## src/rtl/vga_timing_pkg.sv

```systemverilog
// Shared VGA timing constants (640x480@60 defaults), sync polarity encodings
// and the line/frame total helper used by vga_timing_gen.
package vga_timing_pkg;

  localparam int VGA_CLK_DIV  = 4;
  localparam int VGA_H_ACTIVE = 640;
  localparam int VGA_H_FP     = 16;
  localparam int VGA_H_SYNC   = 96;
  localparam int VGA_H_BP     = 48;
  localparam int VGA_V_ACTIVE = 480;
  localparam int VGA_V_FP     = 10;
  localparam int VGA_V_SYNC   = 2;
  localparam int VGA_V_BP     = 33;

  localparam bit SYNC_ACT_LOW  = 1'b0;
  localparam bit SYNC_ACT_HIGH = 1'b1;

  typedef struct packed {
    logic hsync;
    logic vsync;
    logic active;
  } vga_sync_t;

  function automatic int vga_total(input int act, input int fp, input int sync, input int bp);
    return act + fp + sync + bp;
  endfunction

endpackage

```

## src/rtl/clk_enable_div.sv

```systemverilog
// Clock-enable divider: counts 0..CLK_DIV-1 while enabled and raises tick
// for the single cycle sitting on the last count.
module clk_enable_div
  import vga_timing_pkg::*;
#(
  parameter int CLK_DIV = VGA_CLK_DIV
) (
  input  logic clock,
  input  logic reset_n,
  input  logic enable,
  output logic tick
);

  localparam int CW = (CLK_DIV > 1) ? $clog2(CLK_DIV) : 1;
  localparam logic [CW-1:0] LAST = CW'(CLK_DIV - 1);

  if (CLK_DIV < 1) begin : g_bad_div
    $error("clk_enable_div: CLK_DIV must be >= 1");
  end

  logic [CW-1:0] div_cnt;

  always_ff @(posedge clock or negedge reset_n) begin
    if (!reset_n)    div_cnt <= '0;
    else if (enable) div_cnt <= (div_cnt == LAST) ? '0 : div_cnt + CW'(1);
  end

  // Gated by reset so CLK_DIV=1 cannot strobe while the chain is held in reset.
  assign tick = reset_n & enable & (div_cnt == LAST);

endmodule

```

## src/rtl/vga_timing_gen.sv

```systemverilog
// VGA raster timing generator: pixel strobe, x/y counters, registered sync/active.
// Optional pix_clk square-wave output when VGA_TIMING_PIX_CLK_OUT_EN is defined.
module vga_timing_gen
  import vga_timing_pkg::*;
#(
  parameter int CLK_DIV  = VGA_CLK_DIV,
  parameter int H_ACTIVE = VGA_H_ACTIVE,
  parameter int H_FP     = VGA_H_FP,
  parameter int H_SYNC   = VGA_H_SYNC,
  parameter int H_BP     = VGA_H_BP,
  parameter int V_ACTIVE = VGA_V_ACTIVE,
  parameter int V_FP     = VGA_V_FP,
  parameter int V_SYNC   = VGA_V_SYNC,
  parameter int V_BP     = VGA_V_BP,
  parameter bit SYNC_POL = SYNC_ACT_LOW,
  localparam int H_TOTAL = vga_total(H_ACTIVE, H_FP, H_SYNC, H_BP),
  localparam int V_TOTAL = vga_total(V_ACTIVE, V_FP, V_SYNC, V_BP),
  localparam int XW      = $clog2(H_TOTAL),
  localparam int YW      = $clog2(V_TOTAL)
) (
  input  logic          clock,
  input  logic          reset_n,
  input  logic          enable,
  output logic          pix_en,
  output logic [XW-1:0] x,
  output logic [YW-1:0] y,
  output logic          hsync,
  output logic          vsync,
  output logic          active,
  output logic          line_start,
  output logic          frame_start
`ifdef VGA_TIMING_PIX_CLK_OUT_EN
  ,
  output logic          pix_clk
`endif
);

  if (CLK_DIV < 1 || H_ACTIVE < 1 || H_FP < 1 || H_SYNC < 1 || H_BP < 1 ||
      V_ACTIVE < 1 || V_FP < 1 || V_SYNC < 1 || V_BP < 1) begin : g_bad_param
    $error("vga_timing_gen: every timing parameter must be >= 1");
  end

  localparam logic [XW-1:0] X_LAST   = XW'(H_TOTAL - 1);
  localparam logic [YW-1:0] Y_LAST   = YW'(V_TOTAL - 1);
  localparam logic [XW-1:0] X_ACTIVE = XW'(H_ACTIVE);
  localparam logic [YW-1:0] Y_ACTIVE = YW'(V_ACTIVE);
  localparam logic [XW-1:0] HS_BEG   = XW'(H_ACTIVE + H_FP);
  localparam logic [XW-1:0] HS_END   = XW'(H_ACTIVE + H_FP + H_SYNC);
  localparam logic [YW-1:0] VS_BEG   = YW'(V_ACTIVE + V_FP);
  localparam logic [YW-1:0] VS_END   = YW'(V_ACTIVE + V_FP + V_SYNC);

  logic [XW-1:0] x_nxt;
  logic [YW-1:0] y_nxt;
  vga_sync_t     sync_nxt;
  logic          h_in, v_in;

  clk_enable_div #(.CLK_DIV(CLK_DIV)) u_pix_div (
    .clock   (clock),
    .reset_n (reset_n),
    .enable  (enable),
    .tick    (pix_en)
  );

  always_comb begin
    x_nxt = x;
    y_nxt = y;
    if (pix_en) begin
      if (x == X_LAST) begin
        x_nxt = '0;
        y_nxt = (y == Y_LAST) ? '0 : y + YW'(1);
      end else begin
        x_nxt = x + XW'(1);
      end
    end
  end

  // Decoding the next position keeps the registered syncs aligned with x/y.
  always_comb begin
    h_in            = (x_nxt >= HS_BEG) && (x_nxt < HS_END);
    v_in            = (y_nxt >= VS_BEG) && (y_nxt < VS_END);
    sync_nxt.hsync  = SYNC_POL ? h_in : ~h_in;
    sync_nxt.vsync  = SYNC_POL ? v_in : ~v_in;
    sync_nxt.active = (x_nxt < X_ACTIVE) && (y_nxt < Y_ACTIVE);
  end

  always_ff @(posedge clock or negedge reset_n) begin
    if (!reset_n) begin
      x      <= '0;
      y      <= '0;
      hsync  <= ~SYNC_POL;
      vsync  <= ~SYNC_POL;
      active <= 1'b1;
    end else begin
      x      <= x_nxt;
      y      <= y_nxt;
      hsync  <= sync_nxt.hsync;
      vsync  <= sync_nxt.vsync;
      active <= sync_nxt.active;
    end
  end

  assign line_start  = pix_en & (x == '0);
  assign frame_start = line_start & (y == '0);

`ifdef VGA_TIMING_PIX_CLK_OUT_EN
  if ((CLK_DIV % 2) != 0) begin : g_bad_pix_clk
    $error("vga_timing_gen: pix_clk output needs an even CLK_DIV");
  end

  // A half-rate divider ticks at counts CLK_DIV/2-1 and CLK_DIV-1 of the main one.
  logic half_tick;

  clk_enable_div #(.CLK_DIV(CLK_DIV / 2)) u_half_div (
    .clock   (clock),
    .reset_n (reset_n),
    .enable  (enable),
    .tick    (half_tick)
  );

  always_ff @(posedge clock or negedge reset_n) begin
    if (!reset_n)       pix_clk <= 1'b0;
    else if (half_tick) pix_clk <= ~pix_clk;
  end
`endif

endmodule

```

## config.mk

```make
export PLATFORM = sky130hd
export DESIGN_NAME = vga_timing_gen
export DESIGN_NICKNAME = d
export VERILOG_FILES = /design/src/rtl/vga_timing_pkg.sv /design/src/rtl/clk_enable_div.sv /design/src/rtl/vga_timing_gen.sv
export SDC_FILE = /design/constraint.sdc
export NUM_CORES = 1
export LEC_CHECK = 0
export ABC_CLOCK_PERIOD_IN_PS = 7000
export CAP_MARGIN = 30
export CORE_ASPECT_RATIO = 1.2
export CORE_UTILIZATION = 56
export CTS_CLUSTER_DIAMETER = 60
export CTS_CLUSTER_SIZE = 40
export DETAILED_ROUTE_END_ITERATION = 12
export GPL_ROUTABILITY_DRIVEN = 0
export PLACE_DENSITY = 0.82
export SYNTH_ARGS = -nofsm -noshare
export SYNTH_HDL_FRONTEND = slang
export SYNTH_HIERARCHICAL = 1
export SYNTH_SLANG_ARGS = --single-unit
```

## constraint.sdc

```tcl
create_clock -name clock -period 7 [get_ports clock]
set_input_delay 2.1 -clock clock [delete_from_list [all_inputs] [get_ports clock]]
set_output_delay 2.1 -clock clock [all_outputs]
set_load 0.05 [all_outputs]
```

==> results.md, run 1 <==
* Status: complete, no violations
* Routed Antenna Nets at 0
* Share of total power in the clock network at 17.1%
* TritonCTS clock tree: yes
* Routed vias/inst at 6.106
* CP endpoint kind: primary output
* Max cap viols at 0
* Finished Layout Cells at 236
* Setup Skew at 6.904 ps
* Pint at 232.6 uW
* Root buffer cell: clkbuf_4
* Worst endpoint required time at 4900 ps
* Antenna violations before repair at 0
* Fin Setup TNS at 0 ps
* Num CTS Buffers at 3
* Cells after DPL at 232
* Chip Width at 50.78 um
* Asr flop ratio synth at 100.0%
* Final core occ at 72.81%
* Simple-gate share of the synthesized area at 28.64%
* First DRT Iteration DRCs at 42
* Fin crit share at 86.11%
* Critical path class: primary input to primary output
* Worst R2R Setup Slack at 4300 ps
* Highest Clock Rate at 0.1659 GHz
* XOR/XNOR share of the synthesized area at 6.025%
* Critical Path AT at 3930 ps
* Total GRT Usage at 26.78%
* Die Ht at 60.54 um
* Clock latency at the later pin of the worst-skew pair at 310 ps
* IO buf count at 28
* Ant. Diodes at 0
* Synth cell types at 46
* Ports at 29
* DRC viols at 0
* RSZ-0062 raised after global routing: false
* Routed wl met2 at 1.933 mm
* Highest metal used: met4
* Layout net count at 212
* Sequential element share of the synthesized area at 39.36%
* Design Area, Final at 0.001913 mm2
* Layout cells sized above 1 at 9.852%
* Worst hold margin at 564.6 ps
* Post-cts resize count at 0
* CTS H-tree lvls at 1
* Worst relative slew slack at 65.14%
* DRT Wirelength at 3.676 mm
* Total clock sinks at 25
* Post-Synth Adder-Cell Area at 3.912%
* Area delta synth->final at 19.64%
* Final HPWL DP at 2.681 mm
* DR WL/cell at 15.58 um
* Post-synth top flop: dfrtp_1
* Final setup violating endpoints at 0
* Power Density at 197.2 mW/mm2
* Met1 WL at 1.602 mm
* VDD IR max at 0.2108 mV
* Met3 wire len at 105 um
* Vias at 1441
* Die footprint at 0.003074 mm2
* Warnings, synthesis at 6
* Largest net degree at the start of global routing at 26
* GRT Residual Overflow at 0
* DRT Pass-1 Iters at 4
* Syn avg cell area at 8.738 um2
* Final hold violations at 0
* Net Sw Power at 144.8 uW
* Min Clock Period, post-route at 6028 ps
* Crit start category: primary input
* Leakage at 0.0007417 uW
* Main combinational cell family by area after synthesis: simple AND/OR/NAND/NOR gates
* Starting density of the core at 60.86%
* Post-CTS Setup Bufs at 0
* Bufs on Longest Clock Path at 2
* Hold crit path type: register to register
* Synthesized cell area at 0.001599 mm2
* # hold bufs at CTS at 0
* Row count at 20
* Worst-Margin Slew at 522.9 ps
* Max-slew violation count at 0
* Post-Syn Nets at 191
* Area of the core at 0.002628 mm2
* Synth Register Bits at 25
* Worst-path fanout max at 10
* Compound-cell area share of the yosys netlist at 14.48%
* Combinational share of power at 34.0%
* Seq pwr share at 48.9%
* Sw frac at 38.37%
* Mux cell area share after synthesis at 2.113%
* First-pass GRT wire length at 6.154 mm
* CTS clk-pin slew, worst paths at 140 ps
* Vias in the first global route at 1372
* Syn Inst Count at 183
* Post-synth EDFFs at 0
* Post-DP Area at 0.001887 mm2
-- path summary, 6_finish.rpt --
path | start | endpoint | cells after the start
hold reg to reg | u_pix_div/div_cnt[0]$_DFFE_PN0P_ | u_pix_div/div_cnt[0]$_DFFE_PN0P_ | 1
setup / recovery | reset_n | frame_start | 6
max in group asynchronous | reset_n | active$_DFF_PN1_ | 2
hold / removal | u_pix_div/div_cnt[0]$_DFFE_PN0P_ | u_pix_div/div_cnt[0]$_DFFE_PN0P_ | 1
min in group asynchronous | reset_n | y[4]$_DFF_PN0_ | 2
setup reg to reg | u_pix_div/div_cnt[0]$_DFFE_PN0P_ | vsync$_DFF_PN1_ | 8
-- state kept, by name, indices dropped and copies added (netlist names) --
signal	flops
active	1
hsync	1
u_pix_div/div_cnt	2
vsync	1
x	10
y	10
-- layout by cell type, fill, tap and decap left out, drive strengths merged, types with 3 or more instances in the layout --
master	Yosys	final
nand3	11	11
inv	7	7
nor3	8	8
nand2	16	16
buf	5	3
nor2	15	15
mux2	3	3
xnor2	9	9
dfrtp	22	22
nand4	4	4
a31oi	3	3
and3	8	8
a21oi	11	11
dfstp	3	3
ha	5	5
or3	3	3
clkdlybuf4s50	0	26
o21ai	14	14
clkbuf	8	4
-- stage by stage --
stage                     setup slack [ps]  total power [uW]
after floorplan                      837.1             269.3
after global placement                1081             307.3
after detailed placement             997.0             314.3
after CTS                            993.8             379.8
after global routing                 890.0             399.8
final                                972.0             377.3
-- cells by family after synthesis --
group / after synthesis
xor+xnor: 11
flops: 25
fa+ha+maj: 5
mux: 3
compound gates: 39
simple gates: 80
buf+inv: 20
-- Yosys cell counts, types with 4 or more instances --
cell type,count,share of area [%]
a21oi_1,11,3.4
nand4_1,4,1.6
xnor2_1,9,4.9
ha_1,5,3.9
buf_2,4,1.3
clkbuf_1,8,1.9
inv_1,7,1.6
nor3_1,7,2.2
and3_1,7,2.7
nand2_1,16,3.8
nor2_1,14,3.3
dfrtp_1,22,34
o21ai_0,13,4.1
nand3_1,10,3.1
-- power by group through the flow --
stage / logic, uW / registers, uW / clock network, uW
after floorplan: 48.2 / 221 / 0
after global placement: 123 / 184 / 0
after detailed placement: 127 / 187 / 0
after CTS: 128 / 184 / 67.4
after global routing: 140 / 188 / 72.1
final: 128 / 185 / 64.6
-- worst max-delay path, stage by stage --
cell and delay (ps):
clkdlybuf4s50_1 510, and3_2 290, nor4b_2 280, and4b_1 350
and3_1 250, buf_12 150
-- per-layer routing --
layer,track usage [%],vias up
met1,30.74,695
met5,0,-
li1,-,697
met3,2.757,4
met2,51.05,45
met4,10.71,0
-- final cells by class --
class | count | area, um2
tap | 33 | 41.29
multi-input combinational | 138 | 882.1
timing repair buffer | 29 | 307.8
sequential | 25 | 629.4
inverter | 7 | 26.28
clock buffer | 4 | 26.28
fill | 200 | 714.4
No activity file was read; power rests on OpenSTA's default activity.
==> run 2: changes to the inputs <==
Settings changed: CORE_UTILIZATION 56 to 23, PLACE_DENSITY 0.82 to 0.39.
==> run 2 against run 1 <==
Against the previous run:
- sequential cell count unchanged
- critical path type unchanged
- highest routed layer unchanged
- combinational power about the same
- non-clock buffer count unchanged
- fmax up 0.47%
- total power up 5.1%
- critical path depth unchanged
==> results.md, run 2 (synthesis gave the netlist of run 1 again) <==
* Ant. Diodes at 0
* Hold crit path type: register to register
* Clock latency at the later pin of the worst-skew pair at 270 ps
* Final setup violating endpoints at 0
* Crit path launch: reset_n
* First DRT Iteration DRCs at 43
* Area delta synth->final at 24.80%
* Largest net degree at the start of global routing at 26
* Die footprint at 0.007291 mm2
* Worst-Margin Slew at 519.5 ps
* Vias at 1400
* Final HPWL DP at 3.121 mm
* Area of the core at 0.006566 mm2
* Hold path start: u_pix_div/div_cnt[1]$_DFFE_PN0P_
* Crit start category: primary input
* Final hold violations at 0
* # fillers at 698
* Fin crit share at 85.71%
* Root buffer cell: clkbuf_8
* Ports at 29
* Num CTS Buffers at 3
* Row count at 32
* Worst relative slew slack at 65.27%
* CTS clk-pin slew, worst paths at 90 ps
* VDD IR max at 0.08973 mV
* Worst endpoint required time at 4900 ps
* Routed Antenna Nets at 0
* Leakage at 0.0007541 uW
* Max-slew violation count at 0
* Setup Skew at 8.692 ps
* Post-CTS Setup Bufs at 0
* Critical path class: primary input to primary output
* # hold bufs at CTS at 0
* Most frequent cells in the layout: 25 x clkdlybuf4s50_1, 22 x dfrtp_1, 16 x nand2_1
* Antenna violations before repair at 0
* CP endpoint kind: primary output
* Routed vias/inst at 4.861
* Total clock sinks at 25
* Total GRT Usage at 12.63%
* Status: complete, no violations
* Highest Clock Rate at 0.1667 GHz
* Post-cts resize count at 0
* Dpl ws at 1006 ps
* GRT Residual Overflow at 0
* RSZ-0062 raised after global routing: false
* Chip Width at 78.12 um
* Vias in the first global route at 1447
* Min Clock Period, post-route at 6000 ps
* CTS H-tree lvls at 1
* DRC viols at 0
* Top Registers: x (10), y (10), u_pix_div/div_cnt (2)
* Fin Setup TNS at 0 ps
* RR Startpoint: u_pix_div/div_cnt[0]$_DFFE_PN0P_
* Layout net count at 212
* Worst-path fanout max at 10
* DRT Wirelength at 4.195 mm
* Fin worst setup slack at 1000 ps
* Layout cells sized above 1 at 10.84%
* DRT Pass-1 Iters at 4
* IO buf count at 28
* Die Ht at 93.34 um
* TritonCTS clock tree: yes
* Starting density of the core at 24.35%
* Power Density at 198.7 mW/mm2
* Max cap viols at 0
* First-pass GRT wire length at 7.162 mm
* Critical Path AT at 3900 ps
* DR WL/cell at 14.57 um
* Most common cell after layout, fill and taps aside: clkdlybuf4s50_1
* Bufs on Longest Clock Path at 2
-- run 2: cell type report --
cell class	instances	area (um2)	share of cell area (%)
clock inverter	1	5.005	0.2508
timing repair buffer	29	305.3	15.30
multi-input combinational	138	882.1	44.20
inverter	7	26.28	1.317
clock buffer	3	41.29	2.069
tap	85	106.4	5.329
sequential	25	629.4	31.54
-- run 2: path summary, 6_finish.rpt --
check,end,slack [ps],cells after the start
worst max-delay path,frame_start,1000,6
worst min-delay path,u_pix_div/div_cnt[1]$_DFFE_PN0P_,540,1
worst max register to register,vsync$_DFF_PN1_,4210,8
worst min register to register,u_pix_div/div_cnt[1]$_DFFE_PN0P_,540,1
max in group asynchronous,active$_DFF_PN1_,4430,2
min in group asynchronous,y[2]$_DFF_PN0_,2260,2
-- run 2: stage by stage --
step                      utilization [%]  power (uW)  cells  hold slack [ps]  area (um2)
after global routing                30.39       425.4    288            556.5        1996
after detailed placement            29.69       313.5    284            516.4        1949
after CTS                           30.39       405.8    288            539.7        1996
after floorplan                         -       269.3    183            484.8        1599
final                               30.39       396.6    288            536.9        1996
after global placement              29.69       311.6    284            493.4        1949
-- run 2: critical path: stages --
cell and delay (ps):
clkdlybuf4s50_1 500, and3_2 290, nor4b_2 290, and4b_1 330, and3_1 230, buf_12 140
-- run 2: report_power, final --
group / internal, uW / leakage [uW] / switching [uW] / total, uW
clock: 39.8 / 0.0000255 / 46.8 / 86.6
combinational: 47.5 / 0.000416 / 78.6 / 126
sequential: 162 / 0.000313 / 22.0 / 184
total: 249 / 0.000754 / 147 / 397
-- run 2: per-layer routing --
layer,up-vias,GRT usage (%),wire length (um)
met5,-,0,0
li1,699,-,-
met2,21,23.10,2113
met4,0,3.858,39
met1,676,14.84,1917
met3,4,2.244,125
==> run 3: changes to the inputs <==
Settings changed: SLEW_MARGIN from default to 20.
==> results of run 3 <==
Final layout, timing and power as in run 2 (identical DEF).
